<file path="config.mk">
export PLATFORM = sky130hd
export DESIGN_NAME = fetch_stage_flat
export DESIGN_NICKNAME = d
export VERILOG_FILES = /design/src/rtl/fetch_stage_if.sv /design/src/rtl/fetch_stage.sv /design/src/flat_wrapper.sv
export SDC_FILE = /design/constraint.sdc
export NUM_CORES = 1
export LEC_CHECK = 0
export ABC_CLOCK_PERIOD_IN_PS = 4810
export BUFFER_PORTS_ARGS = -buffer_cell sky130_fd_sc_hd__buf_2
export CORE_ASPECT_RATIO = 1.2
export CORE_MARGIN = 2
export CORE_UTILIZATION = 42
export CTS_BUF_LIST = sky130_fd_sc_hd__clkbuf_4
export CTS_CLUSTER_DIAMETER = 30
export DETAILED_ROUTE_END_ITERATION = 10
export SYNTH_ARGS = -nofsm -noshare
export SYNTH_HDL_FRONTEND = slang
export SYNTH_SLANG_ARGS = --single-unit
export TNS_END_PERCENT = 20
</file>
<file path="constraint.sdc">
create_clock -name clk -period 4.81 [get_ports clk]
set_input_delay 0.481 -clock clk [delete_from_list [all_inputs] [get_ports clk]]
set_output_delay 0.481 -clock clk [all_outputs]
set_load 0.01 [all_outputs]
</file>
<file path="src/rtl/fetch_stage_if.sv">
// fetch_stage_if: instruction-memory request/response bundle.
//   imem_req   fetch request, held until imem_valid
//   imem_addr  word-aligned fetch address, stable while imem_req=1
//   imem_rdata instruction word, meaningful when imem_valid=1
//   imem_valid response for the outstanding request (may be zero-wait)
// master = fetch stage, slave = instruction memory.
interface fetch_stage_if #(
    parameter int unsigned WIDTH = 32
);
    logic             imem_req;
    logic [WIDTH-1:0] imem_addr;
    logic [WIDTH-1:0] imem_rdata;
    logic             imem_valid;

    modport master (
        output imem_req,
        output imem_addr,
        input  imem_rdata,
        input  imem_valid
    );

    modport slave (
        input  imem_req,
        input  imem_addr,
        output imem_rdata,
        output imem_valid
    );
endinterface

</file>
<file path="src/rtl/fetch_stage.sv">
// fetch_stage: instruction fetch plus IF/ID pipeline register.
//   clk, reset       clock; synchronous active-high reset
//   imem             request/response handshake to instruction memory (master)
//   StallD, FlushD   hazard controls: hold IF/ID / load a bubble into IF/ID
//   PCSrcW, ResultW  fetch redirect from writeback (target forced word-aligned)
//   InstrD, PCPlus8D decode-stage instruction and its fetch address + 8
//   ValidD           InstrD is a real instruction (0 for bubbles)
//   Op/Funct/Rd/Cond instruction fields sliced from InstrD
// A one-entry skid buffer catches a response that arrives while IF/ID cannot
// take it, so variable-latency memory never loses or repeats a word.
module fetch_stage #(
    parameter int unsigned      WIDTH    = 32,
    parameter logic [WIDTH-1:0] RESET_PC = '0
) (
    input  logic             clk,
    input  logic             reset,
    fetch_stage_if.master    imem,
    input  logic             StallD,
    input  logic             FlushD,
    input  logic             PCSrcW,
    input  logic [WIDTH-1:0] ResultW,
    output logic [WIDTH-1:0] InstrD,
    output logic [WIDTH-1:0] PCPlus8D,
    output logic             ValidD,
    output logic [1:0]       Op,
    output logic [5:0]       Funct,
    output logic [3:0]       Rd,
    output logic [3:0]       Cond
);

    // Cond=NV so the controller never executes a bubble.
    localparam logic [WIDTH-1:0] BUBBLE = WIDTH'(32'hF000_0000);

    typedef enum logic [1:0] {StIdle, StFetch, StHeld, StDiscard} state_e;

    state_e           state, nextState;
    logic [WIDTH-1:0] PCF, reqAddr;
    logic [WIDTH-1:0] heldInstr, heldAddr;
    logic             heldValid;

    logic             reqOut, outstanding;
    logic             acceptD, acceptHeld, releaseHeld, discardDone;
    logic [WIDTH-1:0] target;

    assign reqOut      = (state == StFetch) || (state == StDiscard);
    // A request still waiting for its response after this cycle.
    assign outstanding = reqOut && !imem.imem_valid;
    assign target      = ResultW & ~WIDTH'(3);

    // Redirect overrides every other action in the cycle.
    assign acceptD     = !PCSrcW && (state == StFetch) && imem.imem_valid && !StallD && !FlushD;
    assign acceptHeld  = !PCSrcW && (state == StFetch) && imem.imem_valid && (StallD || FlushD);
    assign releaseHeld = !PCSrcW && (state == StHeld) && heldValid && !StallD && !FlushD;
    assign discardDone = !PCSrcW && (state == StDiscard) && imem.imem_valid;

    // State register
    always_ff @(posedge clk) begin
        if (reset) state <= StIdle;
        else       state <= nextState;
    end

    // Next-state logic
    always_comb begin
        nextState = state;
        unique case (state)
            StIdle:    nextState = StFetch;
            StFetch:   if (imem.imem_valid) nextState = (StallD || FlushD) ? StHeld : StFetch;
            StHeld:    if (releaseHeld) nextState = StFetch;
            StDiscard: if (imem.imem_valid) nextState = StFetch;
            default:   nextState = StIdle;
        endcase
        if (PCSrcW) nextState = outstanding ? StDiscard : StFetch;
    end

    // Outputs
    always_comb begin
        imem.imem_req  = reqOut;
        imem.imem_addr = reqAddr;
        Op             = InstrD[27:26];
        Funct          = InstrD[25:20];
        Rd             = InstrD[15:12];
        Cond           = InstrD[31:28];
    end

    // Fetch PC, skid buffer and IF/ID register
    always_ff @(posedge clk) begin
        if (reset) begin
            PCF       <= RESET_PC;
            reqAddr   <= RESET_PC;
            heldValid <= 1'b0;
            heldInstr <= BUBBLE;
            heldAddr  <= '0;
            InstrD    <= BUBBLE;
            PCPlus8D  <= '0;
            ValidD    <= 1'b0;
        end else begin
            if (PCSrcW) begin
                PCF <= target;
                // Keep the stale address on the bus until its response drains.
                if (!outstanding) reqAddr <= target;
            end else if (acceptD || acceptHeld) begin
                PCF     <= PCF + WIDTH'(4);
                reqAddr <= PCF + WIDTH'(4);
            end else if (discardDone) begin
                reqAddr <= PCF;
            end

            if (PCSrcW) begin
                heldValid <= 1'b0;
            end else if (acceptHeld) begin
                heldValid <= 1'b1;
                heldInstr <= imem.imem_rdata;
                heldAddr  <= reqAddr;
            end else if (releaseHeld) begin
                heldValid <= 1'b0;
            end

            if (PCSrcW || FlushD) begin
                InstrD   <= BUBBLE;
                PCPlus8D <= '0;
                ValidD   <= 1'b0;
            end else if (acceptD) begin
                InstrD   <= imem.imem_rdata;
                PCPlus8D <= reqAddr + WIDTH'(8);
                ValidD   <= 1'b1;
            end else if (releaseHeld) begin
                InstrD   <= heldInstr;
                PCPlus8D <= heldAddr + WIDTH'(8);
                ValidD   <= 1'b1;
            end else if (!StallD) begin
                InstrD   <= BUBBLE;
                PCPlus8D <= '0;
                ValidD   <= 1'b0;
            end
        end
    end

endmodule

</file>
<file path="src/flat_wrapper.sv">
// flat-port wrapper written by rule: the top's interface ports become plain ports
module fetch_stage_flat 
#(
    parameter int unsigned      WIDTH    = 32,
    parameter logic [WIDTH-1:0] RESET_PC = '0
)
  (clk, reset, StallD, FlushD, PCSrcW, ResultW, InstrD, PCPlus8D, ValidD, Op, Funct, Rd, Cond, imem_imem_req, imem_imem_addr, imem_imem_rdata, imem_imem_valid);
  fetch_stage_if #(.WIDTH(WIDTH)) imem_i ();
  input  logic clk;
  input  logic reset;
  input  logic StallD;
  input  logic FlushD;
  input  logic PCSrcW;
  input  logic [WIDTH-1:0] ResultW;
  output logic [WIDTH-1:0] InstrD;
  output logic [WIDTH-1:0] PCPlus8D;
  output logic ValidD;
  output logic [1:0] Op;
  output logic [5:0] Funct;
  output logic [3:0] Rd;
  output logic [3:0] Cond;
  output wire logic [$bits(imem_i.imem_req)-1:0] imem_imem_req;
  output wire logic [$bits(imem_i.imem_addr)-1:0] imem_imem_addr;
  input wire logic [$bits(imem_i.imem_rdata)-1:0] imem_imem_rdata;
  input wire logic [$bits(imem_i.imem_valid)-1:0] imem_imem_valid;
  assign imem_imem_req = imem_i.imem_req;
  assign imem_imem_addr = imem_i.imem_addr;
  assign imem_i.imem_rdata = imem_imem_rdata;
  assign imem_i.imem_valid = imem_imem_valid;
  fetch_stage #(.WIDTH(WIDTH), .RESET_PC(RESET_PC)) u_core (.clk(clk), .reset(reset), .imem(imem_i), .StallD(StallD), .FlushD(FlushD), .PCSrcW(PCSrcW), .ResultW(ResultW), .InstrD(InstrD), .PCPlus8D(PCPlus8D), .ValidD(ValidD), .Op(Op), .Funct(Funct), .Rd(Rd), .Cond(Cond));
endmodule
</file>
==> results of run 1 <==
[flip-flops by register name, indices dropped and copies added (netlist names)]
register / cells
u_core.heldAddr: 30
u_core.PCF: 30
u_core.imem.imem_addr: 30
u_core.heldInstr: 32
u_core.state: 2
u_core.PCPlus8D: 30
u_core.InstrD: 32
u_core.ValidD: 1
u_core.heldValid: 1
[layout make-up]
cell class | count | area (um^2)
fillers | 2151 | 10800
multi-input cells | 817 | 4720
flip-flops and latches | 188 | 3760
repair buffers | 188 | 971
well taps | 270 | 338
clock inverters | 15 | 170
clock buffers | 17 | 128
inverters | 13 | 48.8
diodes | 4 | 10.0
[power by group through the flow]
stage          clock network, W  logic, W  registers [W]
3_3_place_gp                  0  0.000287        0.00172
2_1_floorplan                 0  0.000185        0.00170
5_1_grt                0.000991  0.000321        0.00170
3_5_place_dp                  0  0.000290        0.00172
4_1_cts                0.000922  0.000291        0.00169
6_report               0.000889  0.000288        0.00169
[per-layer routing]
layer / global-route usage / share of wire / up-vias
met2: 0.382 / 0.48 / 263
met5: 0 / 0 / -
li1: - / - / 4287
met3: 0.0417 / 0.068 / 24
met4: 0.0647 / 0.013 / 0
met1: 0.304 / 0.43 / 3951
[logic make-up (layout without fill, tap and decap cells)]
group	count (synthesis)	in the layout	synth area share
other	1	8	0.000418
muxes	12	12	0.0141
adders and majority gates	3	3	0.00418
buffers and inverters	122	233	0.0601
and+or+nand+nor	485	485	0.259
xor gates and xnor gates	34	34	0.0332
AOI/OAI and AO/OA	279	279	0.209
DFF	188	188	0.419
[cell usage in the layout, fill, tap and decap left out, types with 13 or more instances in the layout]
| master | Yosys | final |
|---|---|---|
| sky130_fd_sc_hd__o21ai_0 | 52 | 51 |
| sky130_fd_sc_hd__dfxtp_1 | 188 | 188 |
| sky130_fd_sc_hd__nor4_1 | 26 | 26 |
| sky130_fd_sc_hd__nand2_1 | 194 | 194 |
| sky130_fd_sc_hd__buf_2 | 4 | 176 |
| sky130_fd_sc_hd__xor2_1 | 14 | 14 |
| sky130_fd_sc_hd__clkbuf_4 | 0 | 17 |
| sky130_fd_sc_hd__nand3_1 | 36 | 36 |
| sky130_fd_sc_hd__a211oi_1 | 15 | 15 |
| sky130_fd_sc_hd__nor2_1 | 96 | 95 |
| sky130_fd_sc_hd__xnor2_1 | 20 | 20 |
| sky130_fd_sc_hd__a222oi_1 | 37 | 37 |
| sky130_fd_sc_hd__o31a_1 | 13 | 13 |
| sky130_fd_sc_hd__nand4_1 | 26 | 26 |
| sky130_fd_sc_hd__nor3_1 | 29 | 28 |
| sky130_fd_sc_hd__a21oi_1 | 93 | 93 |
[worst max-delay path, stage by stage, from the launching register on]
cell and delay [ns]:
sky130_fd_sc_hd__dfxtp_1 0.62, sky130_fd_sc_hd__nand4bb_1 0.53, sky130_fd_sc_hd__or4_1 0.76, sky130_fd_sc_hd__nor4_1 0.26, sky130_fd_sc_hd__mux2_2 0.39, sky130_fd_sc_hd__a311oi_1 0.27
[metrics by stage]
| step | instances | hold slack [ns] |
|---|---|---|
| final | 1512 | 0.0871 |
| after floorplan | 1127 | 0.436 |
| after detailed placement | 1476 | 0.443 |
| after CTS | 1508 | 0.0440 |
| after global placement | 1476 | 0.438 |
| after global routing | 1511 | 0.0240 |
[worst min-delay path by stage]
stage | slack [ns] | to | cells past startpoint | start
2_1_floorplan | 0.44 | u_core.heldAddr[2] | 2 | u_core.heldAddr[2]
3_3_place_gp | 0.44 | u_core.PCPlus8D[13] | 2 | u_core.PCPlus8D[13]
3_5_place_dp | 0.44 | u_core.PCPlus8D[11] | 2 | u_core.PCPlus8D[11]
4_1_cts | 0.04 | u_core.heldInstr[9] | 3 | imem_imem_rdata[9]
5_1_grt | 0.02 | u_core.heldInstr[11] | 3 | imem_imem_rdata[11]
6_report | 0.09 | u_core.heldInstr[9] | 3 | imem_imem_rdata[9]
==> metrics.log, run 1 <==
[metrics] outcome: complete, no violations
[metrics] Die ar.: 0.0226 mm^2
[metrics] post-route worst setup slack: 1.89 ns
[metrics] EDFF count, synth: 0
[metrics] Inserted Clock Buffers: 17
[metrics] aggregate negative setup slack: 0 ns
[metrics] kind of launch point of the worst setup path: flop
[metrics] Clock Tree Root: sky130_fd_sc_hd__clkbuf_4
[metrics] Yosys top cell by area: sky130_fd_sc_hd__dfxtp_1
[metrics] unrepaired setup endpoints after global routing: false
[metrics] ys async rst share: 0
[metrics] final core utilization: 0.484
[metrics] core box area: 0.0210 mm^2
[metrics] first-pass GRT wire length: 40.9 mm
[metrics] worst-case vdd ir drop: 0.000133 V
[metrics] capture point of the critical path: u_core.imem.imem_addr[26]
[metrics] Bufs on Longest Clock Path: 2
[metrics] Max H-tree Level: 4
[metrics] chip width: 137 um
[metrics] Max Slew Vio Count: 0
[metrics] Worst Path Arrival: 3.42 ns
[metrics] Iter 0 DRT Violations: 518
[metrics] standard-cell row count: 58
[metrics] proportion of total power due to net switching: 0.314
[metrics] most frequent cells after synthesis: sky130_fd_sc_hd__nand2_1, sky130_fd_sc_hd__dfxtp_1, sky130_fd_sc_hd__nor2_1
[metrics] number of setup buffers added after CTS: 0
[metrics] Post-Place Worst Slack: 1.80 ns
[metrics] GR Util All Layers: 0.230
[metrics] Worst R2R Start: u_core.state[0]
[metrics] # IOs: 184
[metrics] overall via count from detail_route: 8525
[metrics] crit path from: u_core.state[0]
[metrics] Area contributors post-synth: sky130_fd_sc_hd__dfxtp_1, sky130_fd_sc_hd__nand2_1, sky130_fd_sc_hd__a21oi_1, sky130_fd_sc_hd__a222oi_1, sky130_fd_sc_hd__nor2_1
[metrics] number of standard cells after synthesis: 1124
[metrics] total wirelength of the detailed-routed design: 26.2 mm
[metrics] initial cell density of the core: 0.428
[metrics] DRC: 0
[metrics] post-synth top area share: 0.419
[metrics] final weighted congestion in routability-driven placement: 0.853
[metrics] proportion of synthesized chip area in sequential cells: 0.419
[metrics] pin slew with the least headroom to its limit: 1.08 ns
[metrics] clock slew at reported path FFs: 0.19 ns
[metrics] share of the clock period used by the worst path after layout: 0.607
[metrics] I/O Buffers: 177
[metrics] die outline height: 164 um
[metrics] total of warnings raised by yosys: 0
[metrics] Tot Pwr: 0.00287 W
[metrics] final setup fails: 0
[metrics] Synth Register Bits: 188
[metrics] Net Sw Power: 0.000901 W
[metrics] worst-case register-to-register setup slack: 1.89 ns
[metrics] Fmax achieved: 342 MHz
[metrics] number of hold buffers added after CTS: 0
[metrics] most frequent cell after synthesis: sky130_fd_sc_hd__nand2_1
[metrics] Worst EP required: 5.31 ns
[metrics] Setup Skew: 0.0303 ns
[metrics] largest net degree at the start of global routing: 94
[metrics] portion of total power attributed to the clock network: 0.310
[metrics] routed via count divided by cell count: 5.64
[metrics] routed length per instance: 17.3 um
[metrics] CP endpoint kind: flop
[metrics] Layout Area Growth over Synthesis: 13.1%
[metrics] Remaining Overflow, GRT: 0
[metrics] number of gates resized after CTS: 0
[metrics] Post-Synthesis Cell Area: 0.00897 mm^2
[metrics] Internal: 0.00197 W
[metrics] final layout net count: 1298
[metrics] worst reg-to-reg path cell count: 5
[metrics] top_reg_cell synth: sky130_fd_sc_hd__dfxtp_1
[metrics] number of global-route vias before repair: 7738
[metrics] Hold Violations, Final: 0
[metrics] power share of the sequential group: 0.589
[metrics] CTS Sinks: 188
[metrics] source-to-sink clock delay at the later pin of the worst-skew pair: 0.60 ns
[metrics] Cell Pwr Density: 283 mW/mm^2
[metrics] worst relative slew slack: 0.279
[metrics] antenna-violating nets left: 0
[metrics] clock tree from TritonCTS: built
[metrics] detailed placer's ending HPWL: 17.9 mm
[metrics] fin area: 0.0101 mm^2
[metrics] portion of total power attributed to combinational logic: 0.101
[metrics] critical path fanouts, max: 14
[metrics] static leakage: 3.71 nW
[metrics] post-synthesis average cell area: 7.98 um^2
[metrics] endpoint of the most critical register-to-register path: u_core.imem.imem_addr[26]
[metrics] max cap viols: 0
[metrics] first-pass detailed-route iteration total: 5
[metrics] category of the critical setup timing path: flop to flop
[metrics] number of antenna violations at the first check in global routing: 2
[metrics] Hold WC Path Type: input pin to flop
[metrics] share of layout cells above drive strength 1: 0.195
[metrics] Cell variety after synth: 61
[metrics] Placed Instance Area: 0.00984 mm^2
[metrics] Period minus WS final: 2.92 ns
Power figures use the tool's default switching activity.
==> run 2: changes to the inputs <==
Settings changed: ABC_AREA from default to 1, ABC_CLOCK_PERIOD_IN_PS 4810 to 3000.
Clock period 4.81 ns to 3 ns, I/O delays scaled along.
==> metrics.log, run 2 <==
[metrics] CTS Sinks: 188
[metrics] Worst EP required: 3.53 ns
[metrics] cell-by-cell trace of the critical path: ha_1 -> nand3_1 -> nor2_1 -> inv_1 -> nor2_1 -> xor2_1 -> nand2_1 -> nand3_1 -> nand2_1 -> inv_1
[metrics] Yosys top cell by area: sky130_fd_sc_hd__dfxtp_1
[metrics] routed via count divided by cell count: 4.98
[metrics] post-synth top area share: 0.376
[metrics] Cell Pwr Density: 415 mW/mm^2
[metrics] total of warnings raised by yosys: 0
[metrics] die outline height: 173 um
[metrics] registers with the highest flip-flop counts: u_core.InstrD (32), u_core.heldInstr (32)
[metrics] Max Slew Vio Count: 0
[metrics] final setup fails: 0
[metrics] ys async rst share: 0
[metrics] Post-Synthesis Cell Area: 0.0100 mm^2
[metrics] Fmax achieved: 444 MHz
[metrics] proportion of synthesized chip area in sequential cells: 0.376
[metrics] CP endpoint kind: flop
[metrics] slowest CP cell: sky130_fd_sc_hd__dfxtp_1
[metrics] overall via count from detail_route: 10.3k
[metrics] family with the most delay on the worst path: simple AND/OR/NAND/NOR gates
[metrics] category of the critical setup timing path: flop to flop
[metrics] GR Util All Layers: 0.251
[metrics] clock tree from TritonCTS: built
[metrics] max cap viols: 0
[metrics] Bufs on Longest Clock Path: 2
[metrics] final weighted congestion in routability-driven placement: 0.946
[metrics] detailed placer's ending HPWL: 23.6 mm
[metrics] static leakage: 5.07 nW
[metrics] Hold Violations, Final: 0
[metrics] most frequent standard cell in the layout excluding fill and tap cells: sky130_fd_sc_hd__nand2_1
[metrics] worst relative slew slack: 0.383
[metrics] top library cells by usage in the layout, fill and taps aside: sky130_fd_sc_hd__nand2_1, sky130_fd_sc_hd__nor2_1, sky130_fd_sc_hd__dfxtp_1
[metrics] final layout net count: 1811
[metrics] Area contributors post-synth: sky130_fd_sc_hd__dfxtp_1, sky130_fd_sc_hd__nand2_1, sky130_fd_sc_hd__nor2_1, sky130_fd_sc_hd__nand3_1, sky130_fd_sc_hd__inv_1
[metrics] kind of launch point of the worst setup path: flop
[metrics] routed wire length on met3: 1.31 mm
[metrics] outcome: complete, no violations
[metrics] worst-case vdd ir drop: 0.000220 V
[metrics] Worst Path Arrival: 2.78 ns
[metrics] antenna-violating nets left: 0
[metrics] share of layout cells above drive strength 1: 0.154
[metrics] clock slew at reported path FFs: 0.17 ns
[metrics] Hold WC Path Type: input pin to flop
[metrics] DRT met1 WL: 14.2 mm
[metrics] total wirelength of the detailed-routed design: 32.0 mm
[metrics] Period minus WS final: 2.25 ns
[metrics] unrepaired setup endpoints after global routing: false
[metrics] Inserted Clock Buffers: 17
[metrics] post-synthesis average cell area: 6.42 um^2
[metrics] most frequent cells after synthesis: sky130_fd_sc_hd__nand2_1, sky130_fd_sc_hd__nor2_1, sky130_fd_sc_hd__dfxtp_1
[metrics] critical path's largest stage delay: 0.58 ns
[metrics] Die ar.: 0.0251 mm^2
[metrics] number of antenna violations at the first check in global routing: 1
[metrics] critical path fanouts, max: 6
[metrics] EDFF count, synth: 0
[metrics] Synth Register Bits: 188
[metrics] number of standard cells after synthesis: 1560
[metrics] Tot Pwr: 0.00487 W
[metrics] routed length per instance: 15.5 um
[metrics] Crit path buffers/inverters: 2
[metrics] Placed Instance Area: 0.0109 mm^2
[metrics] Cell variety after synth: 39
[metrics] fin area: 0.0117 mm^2
[metrics] Max H-tree Level: 4
[metrics] initial cell density of the core: 0.430
[metrics] Clock Tree Root: sky130_fd_sc_hd__clkbuf_4
[metrics] chip width: 145 um
[metrics] final core utilization: 0.504
[metrics] aggregate negative setup slack: 0 ns
[metrics] top_reg_cell synth: sky130_fd_sc_hd__dfxtp_1
[metrics] met2 wire length: 15.6 mm
[metrics] Iter 0 DRT Violations: 655
[metrics] number of gates resized after CTS: 0
[metrics] largest net degree at the start of global routing: 90
[metrics] first-pass GRT wire length: 50.5 mm
[metrics] pin slew with the least headroom to its limit: 0.925 ns
[metrics] Final Hold Slack: 0.0531 ns
[metrics] most frequent cell after synthesis: sky130_fd_sc_hd__nand2_1
[metrics] DRC: 0
[metrics] core box area: 0.0233 mm^2
[metrics] number of global-route vias before repair: 9423
[metrics] share of the clock period used by the worst path after layout: 0.750
[metrics] Setup Skew: 0.0328 ns
[metrics] # IOs: 184
[metrics] Remaining Overflow, GRT: 0
[metrics] source-to-sink clock delay at the later pin of the worst-skew pair: 0.60 ns
[metrics] standard-cell row count: 61
[metrics] I/O Buffers: 177
[metrics] first-pass detailed-route iteration total: 5
[metrics] top sig layer: met4
[metrics] Layout Area Growth over Synthesis: 17.2%
run 2: layer usage:
metal	track usage	vias up
li1	-	5321
met1	0.327	4664
met2	0.436	278
met3	0.0237	38
met4	0.0854	0
met5	0	-
run 2: logic make-up after synthesis:
kind of cell             synth area share
other                            0.000375
adder cells (fa/ha/maj)           0.00375
AND/OR/NAND/NOR                     0.351
buffers and inverters               0.103
flip-flops                          0.376
XOR/XNOR                           0.0131
AO/OA/AOI/OAI                       0.153
run 2: layout make-up:
class,count,area [um^2]
fill,2506,11500
multi-input combinational,1149,5230
sequential,188,3760
timing repair buffer,242,1520
inverter,140,527
tap,315,394
clock inverter,14,168
clock buffer,18,135
antenna,1,2.50
run 2: power breakdown:
group	internal (W)	total [W]	switching, W
Combinational	0.000260	0.000664	0.000404
Clock	0.000404	0.00145	0.00104
Sequential	0.00261	0.00276	0.000148
run 2: worst paths after layout:
check / from / endpoint / slack, ns / depth (start not counted)
worst min register to register: u_core.heldInstr[17] / u_core.InstrD[17] / 0.47 / 2
worst max-delay path: u_core.imem.imem_addr[3] / u_core.PCPlus8D[17] / 0.75 / 10
worst min-delay path: ResultW[24] / u_core.PCF[24] / 0.05 / 3
worst max register to register: u_core.imem.imem_addr[3] / u_core.PCPlus8D[17] / 0.75 / 10
run 2: per-stage QoR:
step / cells / setup slack (ns)
6_report: 2067 / 0.749
5_1_grt: 2067 / 0.556
3_5_place_dp: 1984 / 0.689
4_1_cts: 2066 / 0.773
3_3_place_gp: 1984 / 0.720
2_1_floorplan: 1563 / 1.43
run 2: what timing repair did:
action                                 in CTS  in global routing
hold buffers                               50                  0
buffers inserted                            0                  0
endpoints found under the hold margin      84                  0
setup endpoints to repair                   0                  0
run 2: worst reg2reg max path, delay by kind of cell (launching register included):
kind | cells | cell delay [ns]
AND/OR/NAND/NOR | 6 | 0.88
flip-flops | 1 | 0.58
adder cells (fa/ha/maj) | 1 | 0.38
buffers and inverters | 2 | 0.20
XOR/XNOR | 1 | 0.16
